===== config.mk =====
export PLATFORM = sky130hd
export DESIGN_NAME = axi_frame_writeback
export DESIGN_NICKNAME = d
export VERILOG_FILES = /design/src/rtl/axi_wb_pkg.sv /design/src/rtl/wb_prefetch_fifo.sv /design/src/rtl/axi_frame_writeback.sv
export SDC_FILE = /design/constraint.sdc
export NUM_CORES = 1
export LEC_CHECK = 0
export CORE_UTILIZATION = 49
export DETAILED_ROUTE_END_ITERATION = 8
export HOLD_SLACK_MARGIN = 0.08
export PLACE_DENSITY = 0.87
export SKIP_LAST_GASP = 1
export SLEW_MARGIN = 40
export SYNTH_ARGS = -nofsm -noshare
export SYNTH_HDL_FRONTEND = slang
export SYNTH_SLANG_ARGS = --single-unit

===== constraint.sdc =====
create_clock -name clk -period 23.1 [get_ports clk]
set_clock_uncertainty 0.15 [all_clocks]
set_input_delay 2.31 -clock clk [delete_from_list [all_inputs] [get_ports clk]]
set_output_delay 2.31 -clock clk [all_outputs]
set_load 0.1 [all_outputs]

===== src/rtl/axi_wb_pkg.sv =====
// Shared constants and state type for the frame write-back AXI master.
package axi_wb_pkg;

    localparam logic [2:0]  SIZE_16B         = 3'b100;
    localparam logic [1:0]  BURST_INCR       = 2'b01;
    localparam logic [1:0]  RESP_OKAY        = 2'b00;

    localparam logic [31:0] DEF_BASE_ADDR    = 32'h0001_0000;
    localparam logic [31:0] DEF_FRAME_STRIDE = 32'h0000_0800;

    typedef enum logic [1:0] {
        IDLE,
        AW,
        W,
        B
    } wbState_e;

endpackage


===== src/rtl/wb_prefetch_fifo.sv =====
// SRAM prefetcher feeding a 2-entry FIFO; tracks the one read in flight so the FIFO never overruns.
module wb_prefetch_fifo
    import axi_wb_pkg::*;
#(
    parameter int DATA_WIDTH = 128,
    parameter int BEATS      = 128,
    parameter int CNT_W      = $clog2(BEATS + 1)
) (
    input  logic                  clk,
    input  logic                  rst,
    input  logic                  clear_i,
    input  logic                  kick_i,
    input  logic                  active_i,
    input  logic                  pop_i,
    input  logic [DATA_WIDTH-1:0] rdata_i,
    output logic                  sramRe_o,
    output logic [6:0]            sramAddr_o,
    output logic [DATA_WIDTH-1:0] head_o,
    output logic                  notEmpty_o,
    output logic                  credit_o,
    output logic                  push_o
);

    logic [DATA_WIDTH-1:0] mem_q [2];
    logic                  wrPtr_q;
    logic                  rdPtr_q;
    logic [1:0]            count_q;
    logic                  inFlight_q;
    logic [CNT_W-1:0]      issued_q;

    logic                  popEn;
    logic [1:0]            pending;

    // A slot freed by this cycle's pop is already usable, which keeps the burst at one beat per cycle.
    always_comb begin
        popEn      = pop_i && (count_q != 2'd0);
        push_o     = inFlight_q;
        pending    = count_q - 2'(popEn) + 2'(inFlight_q);
        credit_o   = (pending < 2'd2) && (issued_q < CNT_W'(BEATS));
        sramRe_o   = kick_i || (active_i && credit_o);
        sramAddr_o = 7'(issued_q);
        head_o     = mem_q[rdPtr_q];
        notEmpty_o = (count_q != 2'd0);
    end

    always_ff @(posedge clk) begin
        if (rst || clear_i) begin
            mem_q[0]   <= '0;
            mem_q[1]   <= '0;
            wrPtr_q    <= 1'b0;
            rdPtr_q    <= 1'b0;
            count_q    <= 2'd0;
            inFlight_q <= 1'b0;
            issued_q   <= '0;
        end else begin
            inFlight_q <= sramRe_o;
            if (sramRe_o) begin
                issued_q <= issued_q + CNT_W'(1);
            end
            if (push_o) begin
                mem_q[wrPtr_q] <= rdata_i;
                wrPtr_q        <= ~wrPtr_q;
            end
            if (popEn) begin
                rdPtr_q <= ~rdPtr_q;
            end
            count_q <= count_q + 2'(push_o) - 2'(popEn);
        end
    end

endmodule


===== src/rtl/axi_frame_writeback.sv =====
// AXI4 write-burst master copying one routed frame from the frame SRAM to DRAM at BASE_ADDR + FRAME_STRIDE*frame_id.
module axi_frame_writeback
    import axi_wb_pkg::*;
#(
    parameter int                    ID_WIDTH     = 4,
    parameter int                    DATA_WIDTH   = 128,
    parameter int                    ADDR_WIDTH   = 32,
    parameter logic [ADDR_WIDTH-1:0] BASE_ADDR    = ADDR_WIDTH'(DEF_BASE_ADDR),
    parameter logic [ADDR_WIDTH-1:0] FRAME_STRIDE = ADDR_WIDTH'(DEF_FRAME_STRIDE),
    parameter int                    BEATS        = 128
) (
    input  logic                  clk,
    input  logic                  rst,
    input  logic                  start,
    input  logic [4:0]            frame_id,
    output logic                  busy,
    output logic                  done,
    output logic                  err,
    output logic [6:0]            sram_addr,
    output logic                  sram_re,
    input  logic [DATA_WIDTH-1:0] sram_rdata,
    output logic [ID_WIDTH-1:0]   awid_m_inf,
    output logic [ADDR_WIDTH-1:0] awaddr_m_inf,
    output logic [2:0]            awsize_m_inf,
    output logic [1:0]            awburst_m_inf,
    output logic [7:0]            awlen_m_inf,
    output logic                  awvalid_m_inf,
    input  logic                  awready_m_inf,
    output logic [DATA_WIDTH-1:0] wdata_m_inf,
    output logic                  wlast_m_inf,
    output logic                  wvalid_m_inf,
    input  logic                  wready_m_inf,
    input  logic [ID_WIDTH-1:0]   bid_m_inf,
    input  logic [1:0]            bresp_m_inf,
    input  logic                  bvalid_m_inf,
    output logic                  bready_m_inf
);

    wbState_e              state_q;
    logic [ADDR_WIDTH-1:0] awaddr_q;
    logic                  awvalid_q;
    logic                  busy_q;
    logic                  done_q;
    logic                  err_q;
    logic                  bready_q;
    logic [7:0]            beatCnt_q;

    logic                  fifoNotEmpty;
    logic [DATA_WIDTH-1:0] fifoHead;
    logic                  wHandshake;
    logic                  unusedCredit;
    logic                  unusedPush;
    logic                  unusedBid;

    assign unusedBid     = ^bid_m_inf;

    assign awid_m_inf    = '0;
    assign awsize_m_inf  = SIZE_16B;
    assign awburst_m_inf = BURST_INCR;
    assign awlen_m_inf   = 8'(BEATS - 1);
    assign awaddr_m_inf  = awaddr_q;
    assign awvalid_m_inf = awvalid_q;
    assign bready_m_inf  = bready_q;
    assign busy          = busy_q;
    assign done          = done_q;
    assign err           = err_q;

    // W beats are only presented after the AW handshake, even though the FIFO fills during AW.
    assign wvalid_m_inf  = (state_q == W) && fifoNotEmpty;
    assign wdata_m_inf   = fifoHead;
    assign wlast_m_inf   = wvalid_m_inf && (beatCnt_q == 8'(BEATS - 1));
    assign wHandshake    = wvalid_m_inf && wready_m_inf;

    wb_prefetch_fifo #(
        .DATA_WIDTH (DATA_WIDTH),
        .BEATS      (BEATS)
    ) u_prefetch (
        .clk        (clk),
        .rst        (rst),
        .clear_i    (state_q == B),
        .kick_i     ((state_q == IDLE) && start),
        .active_i   ((state_q == AW) || (state_q == W)),
        .pop_i      (wHandshake),
        .rdata_i    (sram_rdata),
        .sramRe_o   (sram_re),
        .sramAddr_o (sram_addr),
        .head_o     (fifoHead),
        .notEmpty_o (fifoNotEmpty),
        .credit_o   (unusedCredit),
        .push_o     (unusedPush)
    );

    // done is a one-cycle pulse, so a start arriving with it is accepted straight from IDLE.
    always_ff @(posedge clk) begin
        if (rst) begin
            state_q   <= IDLE;
            awaddr_q  <= '0;
            awvalid_q <= 1'b0;
            busy_q    <= 1'b0;
            done_q    <= 1'b0;
            err_q     <= 1'b0;
            bready_q  <= 1'b0;
            beatCnt_q <= 8'd0;
        end else begin
            case (state_q)
                IDLE: begin
                    done_q <= 1'b0;
                    err_q  <= 1'b0;
                    if (start) begin
                        awaddr_q  <= BASE_ADDR + FRAME_STRIDE * ADDR_WIDTH'(frame_id);
                        awvalid_q <= 1'b1;
                        busy_q    <= 1'b1;
                        beatCnt_q <= 8'd0;
                        state_q   <= AW;
                    end
                end
                AW: begin
                    if (awready_m_inf) begin
                        awvalid_q <= 1'b0;
                        state_q   <= W;
                    end
                end
                W: begin
                    if (wHandshake) begin
                        beatCnt_q <= beatCnt_q + 8'd1;
                        if (beatCnt_q == 8'(BEATS - 1)) begin
                            bready_q <= 1'b1;
                            state_q  <= B;
                        end
                    end
                end
                B: begin
                    if (bvalid_m_inf) begin
                        bready_q <= 1'b0;
                        done_q   <= 1'b1;
                        err_q    <= (bresp_m_inf != RESP_OKAY);
                        busy_q   <= 1'b0;
                        state_q  <= IDLE;
                    end
                end
                default: state_q <= IDLE;
            endcase
        end
    end

endmodule


==> impl_metrics.ini, run 1 <==
[critical_path]
critPathMaxFanout = 15
startpoint_type = input pin
critical_path_arrival_ns = 4.83
cp.required_ns = 20.64
setup.worst_path.class = in -> out
r2r_start = state_q[1]$_SDFFE_PP0P_
crit_path_start = wready_m_inf
critPathCaptureType = primary output

[global_route]
grt_max_degree = 73
top_usage_layer = met2
grt_pass1_vias = 7923
antenna_found_initial = 2
grtUsageMet2_pct = 35.5
grtUsageTotal_pct = 19.8
gr-total-overflow = 0
groute.layer.met3.usage_pct = 5.00
met1_usage_pct = 23.1
grt_pass1_wl_um = 41500

[final_layout]
drive_above_1_share_pct = 28.1
layout_commonest_cell = and2_1
final_cell_mix = 258 x and2_1, 256 x edfxtp_1, 150 x buf_2, 139 x clkdlybuf4s50_1, 128 x mux2_2
post-route-util_pct = 62.4
nets = 1352
syn_to_final_growth_pct = 25.5

[clock_tree]
cts_setup_buffers = 0
cts_buffers = 30
clock_latency_ns = 0.54
cts_tree = built
cts_max_path_buffers = 3
cts_root_buffer = clkbuf_16
cts_sinks = 291
cts_resized = 0
clk_pin_slew_worst_paths_ns = 0.06
htree_levels = 1
hold_buffers = 0

[drt]
viasPerCell = 5.05
drtIter0Drc = 617
drc_errors = 0
first_pass_iters = 4
via_count = 7886
ant_nets = 0
routedWlPerCell_um = 18.1
wl_um = 28200

[floorplanning]
die_h_um = 164
rows = 59
ios = 337
die_area_mm2 = 0.0270
start_util_pct = 49.7
core-area_mm2 = 0.0260
die_x_um = 164

[yosys]
synth_top_family_by_area = simple AND/OR/NAND/NOR gates
ys_ff_latch = 291
synth-adder-area-share_pct = 0.775
dominantRegCellSynth = edfxtp_1
synth_xor_area_share_pct = 0.378
synthSimpleGateAreaFrac_pct = 15.0
synth_cells = 928
synthTopCellsByArea = edfxtp_1 60%, and2_1 12%, mux2_2 11%, dfxtp_1 5.4%, buf_4 3.0%
synth.area.mux_share_pct = 11.2
avgSynthCellArea_um2 = 13.9
yosysTopAreaCell = edfxtp_1
synth_edf_count = 256
synth_compound_area_share_pct = 2.72
netlist_area_mm2 = 0.0129
yosysWarnings = 0
synth_async_sr_flop_share_pct = 0
synth_top_area_share_pct = 59.5
synth_cell_types = 46
synth.yosys.seq_area_share_pct = 64.9

[place]
place.gp.congestion = 0.805
io_buffer_count = 289
dp_hpwl_um = 17900
pre_cts_ws_ns = 15.86

[power_and_ir_drop]
vdd_ir_drop_max_uv = 108
cellPowerDensity_mw_per_mm2 = 139
p_total_mw = 2.25
leakagePower_nw = 6.58

[sta]
maxSlewViolCount = 0
fin_tns_setup_ns = 0
finalCriticalPeriod_ns = 7.29
max_freq_ghz = 0.137
worst_slack_ns = 15.81
max-slew-margin-rel_pct = 43.8
finalHoldViolCount = 0
setup_viol = 0
fin_crit_sh_pct = 31.5
rsz0062_at_grt = false
tightest_slew_ns = 0.842
hold_ws_ns = 0.310

[run_status]
status = complete, no violations

[worst_hold_path]
hold_path.startpoint = awaddr_m_inf[14]$_SDFFE_PP0P_
worstHoldPathType = reg -> reg

[run]
maxCapViolCount = 0
worst max-delay path: stages:
cell	delay [ns]
clkdlybuf4s50_1	0.47
o211ai_2	0.22
inv_1	0.13
ha_1	0.24
inv_1	0.06
ha_1	0.14
xnor3_1	0.26
a31oi_2	0.60
inv_1	0.08
buf_2	0.31
sequential cells by signal (all words and copies together) (netlist names), named ones only:
name / flops
u_prefetch.mem_q: 256
beatCnt_q: 8
u_prefetch.issued_q: 8
awaddr_m_inf: 6
state_q: 2
u_prefetch.count_q: 2
awvalid_m_inf: 1
bready_m_inf: 1
busy: 1
done: 1
err: 1
u_prefetch.push_o: 1
u_prefetch.rdPtr_q: 1
u_prefetch.wrPtr_q: 1
cell type report:
type / instances / area (µm²)
diodes: 3 / 7.51
fillers: 1979 / 9770
inverters: 14 / 52.6
clock buffers: 49 / 935
multi-input cells: 563 / 4080
repair buffers: 299 / 2270
flip-flops and latches: 291 / 8390
clock inverters: 7 / 60.1
well taps: 335 / 419
layer usage:
metal	routed length (µm)	vias to the layer above
met5	0	-
met4	663	0
li1	-	3722
met3	2200	50
met1	11000	3865
met2	14400	249
cell families (layout without fill, tap and decap cells):
family,Yosys count,in the layout
flops,291,291
simple gates,326,326
mux,129,129
other cells,2,46
xor+xnor,4,4
buf+inv,115,369
fa+ha+maj,8,8
compound gates,53,53
Yosys cell counts, types with 2 or more instances:
library cell,n
dfxtp_1,35
nor3_1,5
conb_1,2
nor2b_1,2
a21oi_1,19
a311oi_1,3
nand2_1,20
inv_1,14
xor2_1,2
o31a_1,2
o31ai_1,2
nand3_1,8
clkbuf_1,44
o211a_1,2
edfxtp_1,256
or3_1,4
mux2_2,128
nor4_1,2
nand2b_1,3
buf_2,5
nor2_1,17
ha_1,8
buf_4,51
o21bai_1,2
o21ai_0,14
and2_1,258
through the flow:
stage	area [µm²]	cells
CTS	16200	1558
finish	16200	1561
detailed placement	15200	1502
global placement	15900	1499
floorplan	13100	969
global route	16200	1559
worst paths after layout:
path | endpoint | slack (ns) | cells past startpoint
min reg2reg | awaddr_m_inf[14]$_SDFFE_PP0P_ | 0.31 | 2
max reg2reg | u_prefetch.mem_q[1][50]$_SDFFCE_PN0P_ | 19.58 | 5
max | sram_re | 15.81 | 10
min | awaddr_m_inf[14]$_SDFFE_PP0P_ | 0.31 | 2
power breakdown:
group	total [mW]	leakage, nW	switching [mW]	internal [mW]
clock network	0.479	0.494	0.194	0.286
logic	1.01	3.11	0.833	0.181
registers	0.757	2.98	0.0355	0.722
(Power assumes the default switching activity.)
==> run 2: changes to the inputs <==
--- a/config.mk
+++ b/config.mk
@@ -5,10 +5,10 @@
 export SDC_FILE = /design/constraint.sdc
 export NUM_CORES = 1
 export LEC_CHECK = 0
-export CORE_UTILIZATION = 49
+export CORE_UTILIZATION = 44
 export DETAILED_ROUTE_END_ITERATION = 8
 export HOLD_SLACK_MARGIN = 0.08
-export PLACE_DENSITY = 0.87
+export PLACE_DENSITY = 0.83
 export SKIP_LAST_GASP = 1
 export SLEW_MARGIN = 40
 export SYNTH_ARGS = -nofsm -noshare
==> constraint.sdc (replaced) <==
create_clock -name clk -period 6.01 [get_ports clk]
set_clock_uncertainty 0.15 [all_clocks]
set_input_delay 0.601 -clock clk [delete_from_list [all_inputs] [get_ports clk]]
set_output_delay 0.601 -clock clk [all_outputs]
set_load 0.1 [all_outputs]
==> impl_metrics.ini, run 2 (same netlist as run 1, synthesis figures left out) <==
[final_layout]
stdcell_area_mm2 = 0.0162
nets = 1351
largest_reg_flops = 256
fillers = 2352
drive_above_1_share_pct = 27.9
layout_commonest_cell = and2_1
largest-register = u_prefetch.mem_q
final_cell_mix = 258 x and2_1, 256 x edfxtp_1, 150 x buf_2, 139 x clkdlybuf4s50_1, 128 x mux2_2
reg_top3 = u_prefetch.mem_q x256, beatCnt_q x8, u_prefetch.issued_q x8
syn_to_final_growth_pct = 25.7
multi_input_area_mm2 = 0.00408
seqCellArea_mm2 = 0.00839

[worst_hold_path]
whs_endpoint = awaddr_m_inf[16]$_SDFFE_PP0P_
hold_path.startpoint = rst
hold_depth = 2
worstHoldPathType = in -> reg

[clock_tree]
clk_pin_slew_worst_paths_ns = 0.06
cts_tree = built
cts_buffers = 31
cts_resized = 0
cts_sinks = 291
cts_setup_buffers = 0
cts_max_path_buffers = 3
htree_levels = 1
hold_buffers = 0
clock_latency_ns = 0.56
cts_root_buffer = clkbuf_16

[sta]
rsz0062_at_grt = false
maxSlewViolCount = 0
tightest_slew_ns = 0.838
finalHoldViolCount = 0
max_freq_ghz = 0.231
fin_tns_setup_ns = 0
max-slew-margin-rel_pct = 44.1
finalCriticalPeriod_ns = 4.33
fin_crit_sh_pct = 72.0
setup_viol = 0

[critical_path]
critPathCaptureType = primary output
crit_chain = inv_1 -> ha_1 -> o211ai_2 -> inv_1 -> ha_1 -> inv_1 -> ha_1 -> xnor3_1 -> a31oi_2 -> inv_1 -> buf_2
critPathMaxFanout = 15
critPathMostFrequentCell = inv_1
r2r_start = state_q[0]$_SDFFE_PP0P_
critical_path_arrival_ns = 3.58
cp.required_ns = 5.26
reg2regPathDepth = 11
crit_path_top_delay_cell = a31oi_2
r2r_setup_slack_ns = 2.81
critPathMaxStageDelay_ns = 0.59
startpoint_type = register
setup.worst_path.class = reg -> out
worstReg2RegEnd = u_prefetch.issued_q[1]$_SDFFE_PP0P_

[power_and_ir_drop]
cellPowerDensity_mw_per_mm2 = 533
p_total_mw = 8.66
leakagePower_nw = 6.55
vdd_ir_drop_max_uv = 402

[place]
io_buffer_count = 289
placed_area_mm2 = 0.0152
place.gp.congestion = 0.773
dp_hpwl_um = 17400

[floorplanning]
core-area_mm2 = 0.0288
die_area_mm2 = 0.0300
die_h_um = 173
die_x_um = 173
start_util_pct = 44.9
ios = 337
rows = 62

[drt]
wl_um = 27900
ant_nets = 0
viasPerCell = 4.90
drc_errors = 0
first_pass_iters = 4
routedWlPerCell_um = 17.3
via_count = 7878
drtIter0Drc = 499

[run_status]
status = complete, no violations

[global_route]
gr-total-overflow = 0
grt_max_degree = 117
grt_pass1_vias = 7832
antenna_found_initial = 2
grtUsageTotal_pct = 18.2
grt_pass1_wl_um = 43000

[run]
maxCapViolCount = 0
run 2: metrics by stage:
stage / util, % / hold slack (ns) / instances / setup WS (ns)
6_report: 56.4 / 0.296 / 1609 / 1.68
3_3_place_gp: 55.5 / 0.292 / 1549 / 1.52
4_1_cts: 56.4 / 0.303 / 1607 / 1.66
5_1_grt: 56.4 / 0.294 / 1609 / 1.46
2_1_floorplan: - / 0.281 / 969 / 0.965
3_5_place_dp: 53.0 / 0.295 / 1549 / 1.85
run 2: worst max path at each step:
stage                     cells past startpoint                     from                               endpoint
after CTS                                    11  state_q[0]$_SDFFE_PP0P_                                sram_re
after global routing                         11  state_q[0]$_SDFFE_PP0P_                                sram_re
after global placement                       10             wready_m_inf                                sram_re
final                                        11  state_q[0]$_SDFFE_PP0P_                                sram_re
after detailed placement                      5                      rst  u_prefetch.mem_q[1][54]$_SDFFCE_PN0P_
after floorplan                               6  state_q[0]$_SDFFE_PP0P_   u_prefetch.mem_q[1][0]$_SDFFCE_PN0P_
run 2: worst max-delay path, delay by kind of cell (launching register included):
kind	cells	cell delay [ns]
compound gates	2	0.91
xor+xnor	1	0.25
fa+ha+maj	3	0.82
buf+inv	5	0.71
flops	1	0.33
run 2: layout make-up:
class                   instances  area share (%)
multi-input cells             563            25.2
inverters                      14           0.324
clock inverters                24            1.27
diodes                          2          0.0308
flip-flops and latches        291            51.7
repair buffers                297            13.7
well taps                     384            2.96
clock buffers                  34            4.85
run 2: where the power goes:
part / switching (mW) / internal, mW / total (mW) / leakage, nW
Sequential: 0.141 / 2.77 / 2.91 / 2.98
Clock: 0.783 / 1.07 / 1.86 / 0.486
Combinational: 3.19 / 0.692 / 3.88 / 3.09
run 2: per-layer routing:
metal	GRT usage, %	wire (µm)	vias to the layer above
li1	-	-	3719
met1	22.6	11200	3840
met2	31.4	14000	272
met3	3.93	1910	47
met4	5.97	755	0
met5	0	0	-
